--- src/rtl/ram_loader.sv ---
// Byte-serial loader: assembles little-endian bytes into 32-bit words and writes them
// to the data RAM while holding the CPU halted. Optional trailing XOR check: RAM_LOADER_CSUM_EN.
module ram_loader #(
    parameter int ADDR_W = 5,
    parameter int CNT_W  = 6
) (
    input  logic              clk,
    input  logic              rst_n,
    input  logic              i_start,
    input  logic [ADDR_W-1:0] i_base,
    input  logic [CNT_W-1:0]  i_count,
    input  logic [7:0]        i_in_data,
    input  logic              i_in_valid,
    output logic              o_in_ready,
    output logic              o_ram_we,
    output logic [ADDR_W-1:0] o_ram_addr,
    output logic [31:0]       o_ram_din,
    output logic [3:0]        o_ram_sel,
    output logic              o_halt,
    output logic              o_done,
    output logic              o_err,
    output logic [CNT_W-1:0]  o_words
);

    localparam logic [CNT_W-1:0] MAX_WORDS = CNT_W'(2 ** ADDR_W);

    typedef enum logic [2:0] {
        S_IDLE  = 3'd0,
        S_RECV  = 3'd1,
        S_WRITE = 3'd2,
`ifdef RAM_LOADER_CSUM_EN
        S_CSUM  = 3'd3,
`endif
        S_FIN   = 3'd4
    } state_t;

    state_t            r_state;
    state_t            w_next;
    logic [ADDR_W-1:0] r_base;
    logic [CNT_W-1:0]  r_count;
    logic [CNT_W-1:0]  r_words;
    logic [1:0]        r_idx;
    logic [23:0]       r_asm;
    logic [ADDR_W-1:0] r_ram_addr;
    logic [31:0]       r_ram_din;
    logic              w_hs;
    logic              w_last_word;
    logic [CNT_W-1:0]  w_count_sat;

    assign w_hs        = o_in_ready & i_in_valid;
    assign w_last_word = (r_words + CNT_W'(1)) == r_count;
    assign w_count_sat = (i_count > MAX_WORDS) ? MAX_WORDS : i_count;

    // State register
    always_ff @(posedge clk) begin
        if (!rst_n) r_state <= S_IDLE;
        else        r_state <= w_next;
    end

    // Next-state logic
    always_comb begin
        // NOTE: every combinational output gets a default first so no path infers a latch.
        w_next = r_state;
        case (r_state)
            S_IDLE:  if (i_start) w_next = (i_count == '0) ? S_FIN : S_RECV;
            S_RECV:  if (w_hs && r_idx == 2'd3) w_next = S_WRITE;
            S_WRITE: begin
                if (w_last_word) begin
`ifdef RAM_LOADER_CSUM_EN
                    w_next = S_CSUM;
`else
                    w_next = S_FIN;
`endif
                end else begin
                    w_next = S_RECV;
                end
            end
`ifdef RAM_LOADER_CSUM_EN
            S_CSUM:  if (w_hs) w_next = S_FIN;
`endif
            S_FIN:   w_next = S_IDLE;
            default: w_next = S_IDLE;
        endcase
    end

    // Moore outputs decoded from the state register only
    always_comb begin
        o_in_ready = 1'b0;
        o_ram_we   = 1'b0;
        o_halt     = 1'b1;
        o_done     = 1'b0;
        case (r_state)
            S_IDLE:  o_halt     = 1'b0;
            S_RECV:  o_in_ready = 1'b1;
            S_WRITE: o_ram_we   = 1'b1;
`ifdef RAM_LOADER_CSUM_EN
            S_CSUM:  o_in_ready = 1'b1;
`endif
            S_FIN:   o_done     = 1'b1;
            default: ;
        endcase
    end

    // Datapath: word assembly, address generation and word counting
    always_ff @(posedge clk) begin
        // NOTE: sequential state uses non-blocking assignments so every register samples pre-edge values.
        if (!rst_n) begin
            r_base     <= '0;
            r_count    <= '0;
            r_words    <= '0;
            r_idx      <= '0;
            r_asm      <= '0;
            r_ram_addr <= '0;
            r_ram_din  <= '0;
        end else begin
            case (r_state)
                S_IDLE: begin
                    if (i_start) begin
                        r_base  <= i_base;
                        r_count <= w_count_sat;
                        r_words <= '0;
                        r_idx   <= '0;
                    end
                end
                S_RECV: begin
                    if (w_hs) begin
                        r_idx <= r_idx + 2'd1;
                        if (r_idx == 2'd3) begin
                            r_ram_din  <= {i_in_data, r_asm};
                            r_ram_addr <= r_base + r_words[ADDR_W-1:0];
                        end else begin
                            r_asm[{r_idx, 3'b000} +: 8] <= i_in_data;
                        end
                    end
                end
                S_WRITE: r_words <= r_words + CNT_W'(1);
                default: ;
            endcase
        end
    end

`ifdef RAM_LOADER_CSUM_EN
    logic [7:0] r_csum;
    logic       r_err;

    // Running XOR of accepted data bytes; err is sticky until the next accepted start
    always_ff @(posedge clk) begin
        if (!rst_n) begin
            r_csum <= '0;
            r_err  <= 1'b0;
        end else begin
            if (r_state == S_IDLE && i_start) begin
                r_csum <= '0;
                r_err  <= 1'b0;
            end else if (r_state == S_RECV && w_hs) begin
                r_csum <= r_csum ^ i_in_data;
            end else if (r_state == S_CSUM && w_hs && i_in_data != r_csum) begin
                r_err <= 1'b1;
            end
        end
    end

    assign o_err = r_err;
`else
    assign o_err = 1'b0;
`endif

    assign o_ram_addr = r_ram_addr;
    assign o_ram_din  = r_ram_din;
    assign o_ram_sel  = 4'hf;
    assign o_words    = r_words;

endmodule

--- config.mk ---
export PLATFORM = sky130hd
export DESIGN_NAME = ram_loader
export DESIGN_NICKNAME = d
export VERILOG_FILES = /design/src/rtl/ram_loader.sv
export SDC_FILE = /design/constraint.sdc
export NUM_CORES = 1
export LEC_CHECK = 0
export ABC_AREA = 1
export CORE_MARGIN = 3
export CORE_UTILIZATION = 35
export DETAILED_ROUTE_END_ITERATION = 10
export GPL_TIMING_DRIVEN = 0
export HOLD_SLACK_MARGIN = 0.1
export PLACE_DENSITY = 0.66
export SLEW_MARGIN = 10
export SYNTH_ARGS = -nofsm -noshare
export SYNTH_HDL_FRONTEND = slang
export SYNTH_SLANG_ARGS = --single-unit
--- constraint.sdc ---
create_clock -name clk -period 2.8 [get_ports clk]
set_input_delay 0.28 -clock clk [delete_from_list [all_inputs] [get_ports clk]]
set_output_delay 0.28 -clock clk [all_outputs]
set_load 0.05 [all_outputs]
==> results.md <==
- Critical path required time: 2.52 ns
- Synth top area share: 0.4562
- Synth Register Bits: 83
- Antenna Violating Nets Remaining: 0
- Ys flop type: dfxtp_1
- Total design power: 2.612 mW
- Final setup fails: 0
- Maxcap violations: 0
- Total grt overflow: 0
- YS warnings: 0
- Critical path buffers and inverters: 2
- Share of layout cells above drive strength 1: 0.1016
- Minimum clock period: 2.271 ns
- Synthesized area per cell: 7.684 um^2
- Via density: 4.735
- Synth Area in Compound Gates: 0.1515
- CTS Root Cell: clkbuf_8
- Most common cell in the netlist: nor2_1
- TritonCTS Buffers: 9
- Leading area contributor after synthesis: dfxtp_1
- Cell breakdown of the critical path: nor2_2 > nand2_1 > clkinv_1 > clkdlybuf4s50_1
- Post-synth cell types: 40
- Worst Max-Slew Pin Slew: 0.5298 ns
- Startpoint Class: flop
- Post-synth ARST share: 0
- Net Sw Power: 0.6852 mW
- Clock network power share: 0.391
- Critical Path Max Stage Delay: 0.84 ns
- Clock-pin transition on the worst setup and hold timing paths: 0.08 ns
- FMAX: 0.4404 GHz
- Vias: 3,286
- Die area: 0.01167 mm^2
- Largest net degree at the start of global routing: 15
- Post-synth top cells: nor2_1 (86), dfxtp_1 (83), nand2_1 (68), a21oi_1 (47), o21ai_0 (41)
- Leakage Power: 1.983 nW
- Post-CTS Setup Repair Bufs: 0
- Post-cts repair resize count: 0
- Antenna violations before repair: 0
- Layout area overhead: 30.20%
- Die Height: 108.0 um
- Simple-Gate Fraction of Synth Area: 0.2614
- Nature of the critical path endpoint: primary output
- Avg WL per Cell: 13.33 um
- Hold Crit Class: in2reg
- Final wirelength: 9.252 mm
- Port Buffers: 68
- Core area: 0.009955 mm^2
- Clk buf depth: 2
- Clk_skew: 0.008140 ns
- CP arrival: 1.99 ns
- Hold-fix buffer count after cts: 0
- Family with the most delay on the worst path: buffers and inverters
- Worst skew pair latency: 0.35 ns
- Die X: 108.0 um
- Synth Instances: 474
- Register share of total power: 0.472
- Combinational fraction of design power: 0.137
- Main combinational cell family by area after synthesis: simple AND/OR/NAND/NOR gates
- DRC Markers: 0
- Status: finished clean
- Setup TNS: 0 ns
- Synth Area in Adders: 0.03985
- Gr usage total: 0.1632
- Clock sink count: 83
- Pins Over Slew Limit: 0
- Slew HR: 0.6468
- Sw Ratio: 0.2623
- P per Cell Area: 550.8 mW/mm^2
- Synth top area cells: dfxtp_1 (46%), nor2_1 (8.9%), nand2_1 (7.0%)
- # diodes: 0
- Total iterations of the first detailed-routing run: 4
- Dpl hpwl: 7.012 mm
- CTS H-tree depth: 3
- Crit path max fanout: 9
- Row count: 36
- Int Pwr: 1.927 mW
- Critical path class: reg2out
- Ports: 75
- CTS tree: yes
- Post-Synth XOR/XNOR Area: 0.007214
- Final Hold Fails: 0
- VDD IR max: 0.2297 mV
- First-pass GRT wire length: 15.32 mm
- Initial core utilization: 0.3659
- Final GP Congestion: 0.8421
- RSZ-0062 raised after global routing: false
- Post-Syn Area: 0.003642 mm^2
- Vias in the first global route: 3,233
- Post-synth EDFFs: 0
- Slowest-stage cell, CP: clkdlybuf4s50_1
- DRT iter0 DRCs: 149
- Proportion of synthesized chip area in sequential cells: 0.4562
- Multiplexer share of the synthesized area: 0
- Net count, final: 590
- Fin crit share: 0.8110
[sequential cells by signal (all words and copies together), names as in the netlist]
name / cells
r_state: 3
o_ram_din: 32
r_count: 6
r_idx: 2
r_asm: 24
r_base: 5
o_words: 6
o_ram_addr: 5
[layout make-up]
| class | count | area [um^2] |
|---|---|---|
| Tap cell | 133 | 166.4 |
| Buffer | 22 | 137.6 |
| Timing Repair Buffer | 68 | 680.7 |
| Clock inverter | 6 | 113.9 |
| Inverter | 41 | 160.2 |
| Clock buffer | 10 | 127.6 |
| Multi-Input combinational cell | 331 | 1694 |
| Fill cell | 988 | 5213 |
| Sequential cell | 83 | 1662 |
[stage by stage]
step                hold WS [ns]  std cells    util  setup slack [ns]  area, um^2
floorplan                 0.4149        477       -            0.8995        3654
global placement          0.4554        678  0.4521            0.9072        4501
detailed placement        0.4582        678  0.4521            0.9087        4501
CTS                       0.2916        694  0.4764            0.5055        4742
global route              0.3578        694  0.4764            0.3905        4742
finish                    0.3062        694  0.4764            0.5293        4742
[layer usage]
layer  track usage  wire [um]  up-vias
met5             0          0        -
met4       0.05500        119        0
met3       0.02985        459       11
met2        0.2678       4272       85
met1        0.2169       4400     1491
li1              -          -     1699
[worst reg2reg max path, delay by kind of cell, from the launching register on]
family                   cells  cell delay [ns]
adder cells (fa/ha/maj)      1             0.38
AO/OA/AOI/OAI                1             0.15
flip-flops                   1             0.48
buffers and inverters        1             0.15
AND/OR/NAND/NOR              2             0.61
[cell usage in the layout (no fill, tap or decap), types with 3 or more instances in the layout]
| cell | Yosys | layout |
|---|---|---|
| a211oi_2 | 3 | 3 |
| a21oi_1 | 47 | 47 |
| buf_2 | 4 | 4 |
| buf_4 | 5 | 5 |
| buf_6 | 4 | 4 |
| bufinv_16 | 0 | 3 |
| clkbuf_1 | 7 | 8 |
| clkbuf_8 | 0 | 9 |
| clkdlybuf4s50_1 | 0 | 68 |
| clkinv_2 | 3 | 3 |
| conb_1 | 2 | 5 |
| dfxtp_1 | 83 | 83 |
| ha_1 | 10 | 10 |
| inv_1 | 31 | 31 |
| inv_2 | 5 | 5 |
| nand2_1 | 68 | 68 |
| nand2_4 | 4 | 4 |
| nand3_1 | 36 | 36 |
| nand4_1 | 4 | 4 |
| nor2_1 | 86 | 86 |
| nor2_2 | 4 | 4 |
| o21ai_0 | 41 | 41 |
| o21ai_1 | 3 | 3 |
| xnor2_1 | 3 | 3 |
[kinds of logic after synthesis]
group	count (synthesis)
buffers and inverters	63
XOR/XNOR	3
other	2
adder cells (fa/ha/maj)	11
AO/OA/AOI/OAI	101
AND/OR/NAND/NOR	211
flip-flops	83
[path summary, 6_finish.rpt]
kind | slack [ns] | depth (start not counted) | endpoint | from
worst max-delay path | 0.53 | 4 | o_ram_we | r_state[2]
worst min-delay path | 0.31 | 3 | r_idx[0] | rst_n
worst max register to register | 0.98 | 5 | r_asm[4] | r_idx[0]
worst min register to register | 0.47 | 2 | r_asm[3] | r_asm[3]
[power by group through the flow]
stage	Sequential [mW]	Combinational, mW	Clock, mW
2_1_floorplan	1.27	0.242	0
3_3_place_gp	1.26	0.351	0
3_5_place_dp	1.26	0.357	0
4_1_cts	1.23	0.359	1.04
5_1_grt	1.24	0.394	1.08
6_report	1.23	0.359	1.02
Note: power is estimated with default switching activity, not from simulation.
